**config.mk**
```make
export PLATFORM = sky130hd
export DESIGN_NAME = axis_packet_gen
export DESIGN_NICKNAME = d
export VERILOG_FILES = /design/src/rtl/axis_packet_gen.sv
export SDC_FILE = /design/constraint.sdc
export NUM_CORES = 1
export LEC_CHECK = 0
export CELL_PAD_IN_SITES_DETAIL_PLACEMENT = 0
export CELL_PAD_IN_SITES_GLOBAL_PLACEMENT = 1
export CORE_AREA = 2 2 291 293
export DETAILED_ROUTE_END_ITERATION = 6
export DIE_AREA = 0 0 293 295
export GPL_ROUTABILITY_DRIVEN = 1
export PLACE_DENSITY = 0.78
export SETUP_SLACK_MARGIN = 0.4
export SYNTH_ARGS = -nofsm -noshare
export SYNTH_HDL_FRONTEND = slang
export SYNTH_SLANG_ARGS = --single-unit
export TNS_END_PERCENT = 50
```
**constraint.sdc**
```tcl
create_clock -name clk -period 6.9 [get_ports clk]
set_clock_uncertainty 0.05 [all_clocks]
set_input_delay 0.69 -clock clk [delete_from_list [all_inputs] [get_ports clk]]
set_output_delay 0.69 -clock clk [all_outputs]
set_load 0.005 [all_outputs]
```
**src/rtl/axis_packet_gen.sv**
```systemverilog
// AXI-Stream UDP/IPv4 traffic generator: length sweep, round-robin flows with
// per-flow sequence numbers, token-bucket rate limiting and accepted-traffic counters.
module axis_packet_gen #(
    parameter int AXIS_DATA_WIDTH = 512,
    parameter int AXIS_KEEP_WIDTH = AXIS_DATA_WIDTH / 8,
    parameter int LEN_WIDTH       = 16,
    parameter int FLOW_NUM        = 4,
    parameter int RATE_WIDTH      = 8
) (
    input  logic                       clk,
    input  logic                       rst_n,
    input  logic                       cfg_start,
    input  logic                       cfg_stop,
    input  logic [LEN_WIDTH-1:0]       cfg_len_min,
    input  logic [LEN_WIDTH-1:0]       cfg_len_max,
    input  logic [LEN_WIDTH-1:0]       cfg_len_step,
    input  logic [RATE_WIDTH-1:0]      cfg_rate,
    input  logic [31:0]                cfg_pkt_limit,
    output logic [AXIS_DATA_WIDTH-1:0] m_axis_tdata,
    output logic [AXIS_KEEP_WIDTH-1:0] m_axis_tkeep,
    output logic                       m_axis_tvalid,
    input  logic                       m_axis_tready,
    output logic                       m_axis_tlast,
    output logic                       busy,
    output logic                       done,
    output logic [31:0]                pkt_count,
    output logic [47:0]                byte_count
);

    localparam int KB  = AXIS_KEEP_WIDTH;
    localparam int KBW = $clog2(KB);
    localparam int FW  = (FLOW_NUM > 1) ? $clog2(FLOW_NUM) : 1;
    localparam logic [KBW:0] KB_BYTES = KB[KBW:0];

    typedef enum logic [1:0] {S_IDLE, S_HDR, S_PAYLOAD, S_DONE} state_t;

    function automatic logic [LEN_WIDTH-1:0] clamp_min_len(input logic [LEN_WIDTH-1:0] len);
        return (len < LEN_WIDTH'(64)) ? LEN_WIDTH'(64) : len;
    endfunction

    // Fixed Ethernet/IPv4/UDP header; byte i sits at tdata[8*i +: 8].
    function automatic logic [AXIS_DATA_WIDTH-1:0] hdr_template();
        logic [AXIS_DATA_WIDTH-1:0] t;
        t = '0;
        t[0*8 +: 8]  = 8'h02;  t[5*8 +: 8]  = 8'h02;   // dst MAC 02:00:00:00:00:02
        t[6*8 +: 8]  = 8'h02;  t[11*8 +: 8] = 8'h01;   // src MAC 02:00:00:00:00:01
        t[12*8 +: 8] = 8'h08;  t[13*8 +: 8] = 8'h00;   // ethertype IPv4
        t[14*8 +: 8] = 8'h45;  t[20*8 +: 8] = 8'h40;   // version/IHL, DF
        t[22*8 +: 8] = 8'h40;  t[23*8 +: 8] = 8'h11;   // TTL 64, UDP
        t[26*8 +: 8] = 8'h0a;  t[29*8 +: 8] = 8'h01;   // src IP 10.0.0.1
        t[30*8 +: 8] = 8'h0a;  t[33*8 +: 8] = 8'h02;   // dst IP 10.0.0.2
        t[34*8 +: 8] = 8'h10;                          // src port high byte
        t[36*8 +: 8] = 8'h12;  t[37*8 +: 8] = 8'h34;   // dst port 0x1234
        return t;
    endfunction

    state_t                 state_q, state_d;
    logic [LEN_WIDTH-1:0]   len_min_q, len_min_d, len_max_q, len_max_d;
    logic [LEN_WIDTH-1:0]   len_step_q, len_step_d, cur_len_q, cur_len_d;
    logic [LEN_WIDTH-1:0]   beat_idx_q, beat_idx_d;
    logic [RATE_WIDTH-1:0]  rate_q, rate_d, acc_q, acc_d;
    logic [31:0]            pkt_limit_q, pkt_limit_d, pkt_count_q, pkt_count_d;
    logic [31:0]            pay_cnt_q, pay_cnt_d;
    logic [47:0]            byte_count_q, byte_count_d;
    logic [FW-1:0]          flow_q, flow_d;
    logic [31:0]            seq_q [FLOW_NUM];
    logic [31:0]            seq_d [FLOW_NUM];
    logic                   tok_q, tok_d, held_q, held_d, stop_q, stop_d;

    logic [KBW-1:0]         rem;
    logic [LEN_WIDTH-1:0]   beats;
    logic                   last_beat;
    logic [KBW:0]           beat_bytes;
    logic [KB-1:0]          last_keep;
    logic [LEN_WIDTH:0]     len_sum;
    logic [LEN_WIDTH-1:0]   next_len;
    logic [RATE_WIDTH:0]    acc_sum;
    logic                   tvalid_int, hs, run_end;
    logic [15:0]            ip_len;
    logic [31:0]            cur_seq;
    logic [AXIS_DATA_WIDTH-1:0] hdr_beat, pay_beat;

    assign rem        = cur_len_q[KBW-1:0];
    assign beats      = (cur_len_q >> KBW) + LEN_WIDTH'(rem != '0);
    assign last_beat  = (beat_idx_q == beats - LEN_WIDTH'(1));
    assign beat_bytes = (last_beat && rem != '0) ? {1'b0, rem} : KB_BYTES;
    assign tvalid_int = (state_q == S_HDR || state_q == S_PAYLOAD) && (tok_q || held_q);
    assign hs         = tvalid_int && m_axis_tready;
    assign acc_sum    = {1'b0, acc_q} + {1'b0, rate_q};

    // Sweep wraps back to the minimum on exceeding the ceiling or on add overflow.
    assign len_sum  = {1'b0, cur_len_q} + {1'b0, len_step_q};
    assign next_len = (len_step_q == '0) ? cur_len_q :
                      (len_sum[LEN_WIDTH] || len_sum[LEN_WIDTH-1:0] > len_max_q) ? len_min_q :
                      len_sum[LEN_WIDTH-1:0];
    assign run_end  = stop_q || cfg_stop ||
                      (pkt_limit_q != '0 && pkt_count_q + 32'd1 == pkt_limit_q);

    always_comb begin
        last_keep = '0;
        for (int i = 0; i < KB; i++) begin
            last_keep[i] = (rem == '0) || (KBW'(i) < rem);
        end
    end

    assign ip_len   = 16'(cur_len_q - LEN_WIDTH'(14));
    assign cur_seq  = seq_q[flow_q];
    assign pay_beat = {{(AXIS_DATA_WIDTH-32){1'b0}}, pay_cnt_q};

    always_comb begin
        hdr_beat = hdr_template();
        hdr_beat[16*8 +: 8] = ip_len[15:8];
        hdr_beat[17*8 +: 8] = ip_len[7:0];
        hdr_beat[35*8 +: 8] = 8'(flow_q);
        hdr_beat[42*8 +: 8] = cur_seq[31:24];
        hdr_beat[43*8 +: 8] = cur_seq[23:16];
        hdr_beat[44*8 +: 8] = cur_seq[15:8];
        hdr_beat[45*8 +: 8] = cur_seq[7:0];
    end

    always_comb begin
        state_d      = state_q;
        len_min_d    = len_min_q;
        len_max_d    = len_max_q;
        len_step_d   = len_step_q;
        cur_len_d    = cur_len_q;
        beat_idx_d   = beat_idx_q;
        rate_d       = rate_q;
        acc_d        = acc_q;
        pkt_limit_d  = pkt_limit_q;
        pkt_count_d  = pkt_count_q;
        pay_cnt_d    = pay_cnt_q;
        byte_count_d = byte_count_q;
        flow_d       = flow_q;
        seq_d        = seq_q;
        tok_d        = tok_q;
        stop_d       = stop_q;
        held_d       = tvalid_int && !m_axis_tready;

        // Token bucket: a carry in the same cycle as a handshake keeps the token.
        if (state_q != S_IDLE) begin
            acc_d = acc_sum[RATE_WIDTH-1:0];
            if (rate_q == '0 || acc_sum[RATE_WIDTH]) tok_d = 1'b1;
            else if (hs)                             tok_d = 1'b0;
        end

        case (state_q)
            S_IDLE: begin
                if (cfg_start) begin
                    len_min_d    = clamp_min_len(cfg_len_min);
                    cur_len_d    = clamp_min_len(cfg_len_min);
                    len_max_d    = cfg_len_max;
                    len_step_d   = cfg_len_step;
                    rate_d       = cfg_rate;
                    pkt_limit_d  = cfg_pkt_limit;
                    acc_d        = '0;
                    tok_d        = (cfg_rate == '0);
                    flow_d       = '0;
                    for (int i = 0; i < FLOW_NUM; i++) seq_d[i] = '0;
                    pay_cnt_d    = 32'd1;
                    pkt_count_d  = '0;
                    byte_count_d = '0;
                    beat_idx_d   = '0;
                    stop_d       = 1'b0;
                    state_d      = S_HDR;
                end
            end
            S_HDR, S_PAYLOAD: begin
                if (cfg_stop) stop_d = 1'b1;
                if (hs) begin
                    byte_count_d = byte_count_q + 48'(beat_bytes);
                    if (state_q == S_PAYLOAD) pay_cnt_d = pay_cnt_q + 32'd1;
                    if (last_beat) begin
                        pkt_count_d    = pkt_count_q + 32'd1;
                        seq_d[flow_q]  = cur_seq + 32'd1;
                        flow_d         = (flow_q == FW'(FLOW_NUM - 1)) ? '0 : flow_q + FW'(1);
                        cur_len_d      = next_len;
                        beat_idx_d     = '0;
                        state_d        = run_end ? S_DONE : S_HDR;
                    end else begin
                        beat_idx_d = beat_idx_q + LEN_WIDTH'(1);
                        state_d    = S_PAYLOAD;
                    end
                end
            end
            S_DONE: begin
                state_d = S_IDLE;
            end
            default: state_d = S_IDLE;
        endcase
    end

    always_ff @(posedge clk or negedge rst_n) begin
        if (!rst_n) begin
            state_q      <= S_IDLE;
            len_min_q    <= '0;
            len_max_q    <= '0;
            len_step_q   <= '0;
            cur_len_q    <= '0;
            beat_idx_q   <= '0;
            rate_q       <= '0;
            acc_q        <= '0;
            pkt_limit_q  <= '0;
            pkt_count_q  <= '0;
            pay_cnt_q    <= '0;
            byte_count_q <= '0;
            flow_q       <= '0;
            for (int i = 0; i < FLOW_NUM; i++) seq_q[i] <= '0;
            tok_q        <= 1'b0;
            held_q       <= 1'b0;
            stop_q       <= 1'b0;
        end else begin
            state_q      <= state_d;
            len_min_q    <= len_min_d;
            len_max_q    <= len_max_d;
            len_step_q   <= len_step_d;
            cur_len_q    <= cur_len_d;
            beat_idx_q   <= beat_idx_d;
            rate_q       <= rate_d;
            acc_q        <= acc_d;
            pkt_limit_q  <= pkt_limit_d;
            pkt_count_q  <= pkt_count_d;
            pay_cnt_q    <= pay_cnt_d;
            byte_count_q <= byte_count_d;
            flow_q       <= flow_d;
            seq_q        <= seq_d;
            tok_q        <= tok_d;
            held_q       <= held_d;
            stop_q       <= stop_d;
        end
    end

    // Outputs are zero whenever no beat is offered, including during reset.
    assign m_axis_tvalid = tvalid_int;
    assign m_axis_tdata  = !tvalid_int ? '0 : (state_q == S_HDR) ? hdr_beat : pay_beat;
    assign m_axis_tkeep  = !tvalid_int ? '0 : last_beat ? last_keep : '1;
    assign m_axis_tlast  = tvalid_int && last_beat;
    assign busy          = (state_q != S_IDLE);
    assign done          = (state_q == S_DONE);
    assign pkt_count     = pkt_count_q;
    assign byte_count    = byte_count_q;

endmodule

```
# --- Word-level counts from Yosys, hierarchy flattened ---
# Index checks and enable logic that the tools add are counted.
word_totals:
  register_bits: 375
  in_bits: 93
  output_inout_bits: 660
  word_cells: 265
op_classes:
  addsub: 11
  magnitude_cmp: 68
  eq_ne: 12
  n_mux: 58
  bitwise_logic: 1
  n_reduce_logical: 95
op_table:
  columns: ["operator", "n"]
  rows:
  - ["368-bit two-way mux", 2]
  - ["128-bit two-way mux", 3]
  - ["32-bit two-way mux", 9]
  - ["128-bit case mux with 2 select lines", 1]
  - ["6-bit less-than comparator (first input constant)", 32]
  - ["16-bit two-way mux", 9]
  - ["128-bit bitwise mux", 1]
  - ["64-bit two-way mux", 2]
  - ["32-bit case mux with 2 select lines", 2]
  - ["32-bit by 1-bit adder with 32-bit output (second input constant)", 3]
  - ["5-bit by 6-bit less-than comparator with 1-bit output (first input constant)", 16]
  - ["48-bit two-way mux", 2]
  - ["48-bit case mux with 2 select lines", 1]
  - ["1-bit logical OR", 70]
  - ["32-bit binary-select mux with 2-bit select", 1]
  - ["32-bit demux with 2-bit select", 1]
  - ["16-bit case mux with 2 select lines", 2]
  - ["48-bit by 7-bit adder with 48-bit output", 1]
  - ["4-bit by 6-bit less-than comparator with 1-bit output (first input constant)", 8]
  - ["32-bit == test", 1]
  - ["32-bit nonzero test", 1]
  - ["3-bit by 6-bit less-than comparator with 1-bit output (first input constant)", 4]
  - ["8-bit two-way mux", 3]
  - ["16-bit by 16-bit adder with 17-bit output", 1]
  - ["36 further kinds", 69]

# --- Logic depth before layout (Yosys ltp) ---
logic_depth:
  word_depth: 9
  ltp_mapped: 28
  depth_no_buf: 25

# --- Least setup slack after synthesis ---
# Ideal clock, no wire load.
synth_path:
  path_type: "register -> register"
  startpoint: "register cur_len_q[2]"
  endpoint: "register byte_count_q[46] (netlist: byte_count[46])"
  setup_ns: 0.136
  t_arrival_ns: 5.958
  t_required_ns: 6.714
  path_slack_ns: 0.756
  path_stages_with_launch: 28
  n_path_buf: 4
  synth_period_minus_slack_ns: 6.144
  cell_sequence: "dfrtp_1 > or2_2 > clkbuf_1 > nor2_1 > nand2_1 > inv_1 > ha_1 > ha_1 > nor4b_4 > xnor2_1 > or4_4 > a211oi_4 > o2111a_1 > clkbuf_1 > and2_1 > ha_1 > inv_1 > fa_1 > nor2b_1 > o21ai_0 > a21boi_0 > o21ai_0 > a21boi_1 > o211ai_1 > clkbuf_1 > clkbuf_1 > o31ai_1 > a21oi_1"
synth_via:
  elab_chain_cells: 9
synth_lines:
  columns: ["element", "line", "source"]
  rows:
  - ["from (decl)", "59", "logic [LEN_WIDTH-1:0] len_step_q, len_step_d, cur_len_q, cur_len_d;"]
  - ["from (signal assigned)", "217", "cur_len_q <= cur_len_d;"]
  - ["6-bit nonzero test", "84, 86", null]
  - ["10-bit by 1-bit adder with 11-bit output", "84", "assign beats = (cur_len_q >> KBW) + LEN_WIDTH'(rem != '0);"]
  - ["11-bit by 1-bit subtractor with 12-bit output", "85", "assign last_beat = (beat_idx_q == beats - LEN_WIDTH'(1));"]
  - ["16-bit == test", "85", null]
  - ["1-bit logical AND", "86", "assign beat_bytes = (last_beat && rem != '0) ? {1'b0, rem} : KB_BYTES;"]
  - ["7-bit two-way mux *", "86", null]
  - ["48-bit by 7-bit adder with 48-bit output *", "171", "byte_count_d = byte_count_q + 48'(beat_bytes);"]
  - ["48-bit two-way mux *", "170", "if (hs) begin"]
  - ["48-bit case mux with 2 select lines *", "147", "case (state_q)"]
  - ["to (signal assigned)", "224", "byte_count_q <= byte_count_d;"]
  - ["to (decl)", "64", "logic [47:0] byte_count_q, byte_count_d;"]
# Mark *: on every way between the ends. The rest lies on a longest branch, timed or not. The select of a mux whose other input is x is not followed.
# A chain may end at the register's enable or synchronous reset.

# --- Final worst setup path ---
# Ends and elaborated chain as after synthesis.

==> results.sh <==
export IMPL_fin_crit_sh=0.869
export IMPL_ys_warn_count=0
export IMPL_initial_core_util=0.300
export IMPL_row_count=106
export IMPL_drtIter0Drc=1220
export IMPL_drt_wirelength_per_cell_microns=19.6
export IMPL_synth_simple_area_share=0.136
export IMPL_relSlewSlack=0.244
export IMPL_slowest_stage="or4_1"
export IMPL_place_gp_congestion=0.851
export IMPL_whs_ns=0.0205
export IMPL_synth_seq_cells=375
export IMPL_ctsLongestPathBuffers=3
export IMPL_path_max_fanout=23
export IMPL_fin_util=0.358
export IMPL_p_per_area_nw_per_um2=406
export IMPL_area_delta_synth_final_pct=19.3
export IMPL_worst_slew_pin_slew_ns=1.13
export IMPL_io_buffer_count=345
export IMPL_grt_overflow_total=0
export IMPL_cellLeakagePower_nw=12.8
export IMPL_grt_pass1_vias=18200
export IMPL_postRouteAntennaNets=0
export IMPL_coreArea_sq_um=83200
export IMPL_root_buffer="clkbuf_16"
export IMPL_clock_sinks=375
export IMPL_synth_adder_area_share=0.0335
export IMPL_drt_pass1_iterations=5
export IMPL_die_h_microns=295
export IMPL_dp_hpwl_mm=57.6
export IMPL_synth_mux_area_frac=0.0785
export IMPL_htree_levels=2
export IMPL_cp_required_ns=7.36
export IMPL_setup_viol=0
export IMPL_drv_cap=0
export IMPL_synth_top_family_by_area="buffers and inverters"
export IMPL_worstSetupPathType="register to register"
export IMPL_fin_crit_ns=5.99
export IMPL_cp_start_kind="register"
export IMPL_fill_cells=8438
export IMPL_max_freq_mhz=167
export IMPL_hold_viol=0
export IMPL_nNetsFinal=3055
export IMPL_synth_compound_area_share=0.142
export IMPL_cp_arrival_ns=6.46
export IMPL_via_count=19300
export IMPL_drc=0
export IMPL_avgSynthCellArea_sq_um=9.58
export IMPL_end_kind="register"
export IMPL_ys_seq_area_frac=0.376
export IMPL_slew_viol_final=0
export IMPL_dieWidth_microns=293
export IMPL_rsz0062_at_grt="no"
export IMPL_synth_xor_area_frac=0.0677
export IMPL_wl_mm=78.9
export IMPL_grt_max_degree=140
export IMPL_cts_buffers=47
export IMPL_synth_distinct_cells=83
export IMPL_hp_class="input pin to async pin"
export IMPL_antenna_found_initial=12
export IMPL_grt_total_usage=0.175
export IMPL_cpPeakStageDelay_ns=0.52
export IMPL_drive_gt1_frac=0.106
export IMPL_status="complete, no violations"
export IMPL_grt_pass1_wl_mm=116
export IMPL_clk_latency_ns=0.60
export IMPL_synthCells=2604
export IMPL_finalSetupTns_ns=0
export IMPL_ys_async_sr_fraction=1.00
export IMPL_synth_area_sq_um=25000
export IMPL_cts_tree="yes"
export IMPL_cts_clk_slew_worst_paths_ns=0.06
export IMPL_io_pins=753
export IMPL_vdd_drop_max_v=0.000290
export IMPL_dieArea_sq_um=86400
export IMPL_synth_edf_count=0
export IMPL_ys_flop_type="dfrtp_1"
export IMPL_viasPerCell=4.79
## cells by family (layout without fill, tap and decap cells)
family                   Yosys count  in the layout
AO/OA/AOI/OAI                    507            507
multiplexers                     145            145
buffers and inverters            647            573
AND/OR/NAND/NOR                  671            671
XOR/XNOR                         193            193
other                              1            411
flip-flops                       375            375
adder cells (fa/ha/maj)           65             65
## sequential cells by signal (all words and copies together), names as in the netlist, 32 cells and up
signal	flops
byte_count	48
seq_q	128
pkt_count	32
pkt_limit_q	32
pay_cnt_q	32
## what timing repair did
action                                  CTS  global route
pin swaps                                 2             1
endpoints found under the setup margin   19            93
resized for setup                         9             5
setup buffers                             5             5
hold buffers                              0             0
## layer usage
layer  up-vias  track usage  wire [microns]
li1       8982            -               -
met1      9501        0.236           34600
met2       641        0.280           36800
met3       115       0.0416            5490
met4        18       0.0475            1890
met5         -            0             126
## synth_stat cells, types with 15 or more instances
cell	number	area share
buf_2	38	0.0076
o21ai_0	67	0.013
inv_1	84	0.013
a31oi_1	48	0.012
or3_1	17	0.0043
nor2_1	165	0.025
mux2i_1	18	0.0072
and2_1	49	0.012
nor3_1	24	0.0048
buf_4	438	0.13
nand3_1	69	0.014
xor2_1	104	0.037
nand4_1	49	0.012
o2bb2ai_1	121	0.042
and3_1	59	0.015
o211ai_1	15	0.0045
ha_1	62	0.031
clkbuf_1	71	0.011
a21oi_1	126	0.025
dfrtp_1	375	0.38
mux2_2	96	0.043
mux4_2	31	0.028
xnor2_1	89	0.031
nand2_1	151	0.023
nor4_1	28	0.0070
## layout by cell type, fill, tap and decap left out, types with 7 or more instances in the layout
| cell type | netlist | final |
|---|---|---|
| a211oi_1 | 7 | 7 |
| a21o_1 | 12 | 11 |
| a21oi_1 | 126 | 126 |
| a22o_1 | 9 | 9 |
| a31oi_1 | 48 | 48 |
| and2_1 | 49 | 49 |
| and3_1 | 59 | 59 |
| and4_1 | 8 | 8 |
| buf_4 | 438 | 54 |
| clkbuf_16 | 0 | 47 |
| clkbuf_8 | 0 | 10 |
| clkdlybuf4s50_1 | 0 | 344 |
| clkinv_2 | 0 | 11 |
| conb_1 | 1 | 407 |
| dfrtp_1 | 375 | 373 |
| ha_1 | 62 | 61 |
| inv_1 | 84 | 83 |
| mux2_2 | 96 | 96 |
| mux2i_1 | 18 | 18 |
| mux4_2 | 31 | 31 |
| nand2_1 | 151 | 149 |
| nand2b_1 | 9 | 9 |
| nand3_1 | 69 | 69 |
| nand4_1 | 49 | 49 |
| nor2_1 | 165 | 163 |
| nor2b_1 | 12 | 12 |
| nor3_1 | 24 | 22 |
| nor4_1 | 28 | 28 |
| o2111ai_1 | 8 | 8 |
| o211ai_1 | 15 | 15 |
| o21ai_0 | 67 | 66 |
| o2bb2ai_1 | 121 | 121 |
| o31ai_1 | 12 | 12 |
| or3_1 | 17 | 17 |
| or4_1 | 8 | 8 |
| xnor2_1 | 89 | 89 |
| xor2_1 | 104 | 104 |
## metrics by stage
stage / total power, mW / setup WS, ns / area (sq um) / cells
final: 12.1 / 0.906 / 29800 / 4020
after global routing: 12.9 / 0.449 / 29800 / 4017
after CTS: 12.2 / 0.305 / 29700 / 4011
after detailed placement: 9.46 / 0.535 / 27900 / 3918
after global placement: 9.40 / 0.707 / 27900 / 3918
after floorplan: 6.93 / 0.756 / 26500 / 3010
## power by group
| group | switching [mW] | internal, mW | total [mW] |
|---|---|---|---|
| logic | 3.55 | 2.76 | 6.31 |
| clock network | 1.07 | 1.57 | 2.64 |
| registers | 0.515 | 2.61 | 3.13 |
| total | 5.14 | 6.94 | 12.1 |
## critical path: cells and delay by family, from the launching register on
| family | cells | cell delay, ns |
|---|---|---|
| AND/OR/NAND/NOR | 8 | 2.16 |
| buffers and inverters | 5 | 0.77 |
| adder cells (fa/ha/maj) | 4 | 0.99 |
| flip-flops | 1 | 0.37 |
| XOR/XNOR | 1 | 0.11 |
| AO/OA/AOI/OAI | 8 | 1.46 |
## final cells by class
cell class	count	area, sq um	area share
sequential	375	9390	0.315
tap	1080	1350	0.0454
timing repair buffer	401	3900	0.131
multi-input combinational	1988	13100	0.441
clock inverter	27	332	0.0111
antenna	4	10.0	0.000336
clock buffer	61	1330	0.0447
inverter	84	315	0.0106
## final timing paths
kind | from | end | slack [ns] | cells past startpoint
worst min-delay path | rst_n | pkt_limit_q[11] | 0.02 | 1
min in group clk | seq_q[70] | seq_q[70] | 0.43 | 1
max in group asynchronous | rst_n | pay_cnt_q[29] | 5.31 | 2
worst min register to register | seq_q[70] | seq_q[70] | 0.43 | 1
worst max register to register | cur_len_q[2] | byte_count[46] | 0.91 | 26
worst max-delay path | cur_len_q[2] | byte_count[46] | 0.91 | 26
(Power assumes the default switching activity.)
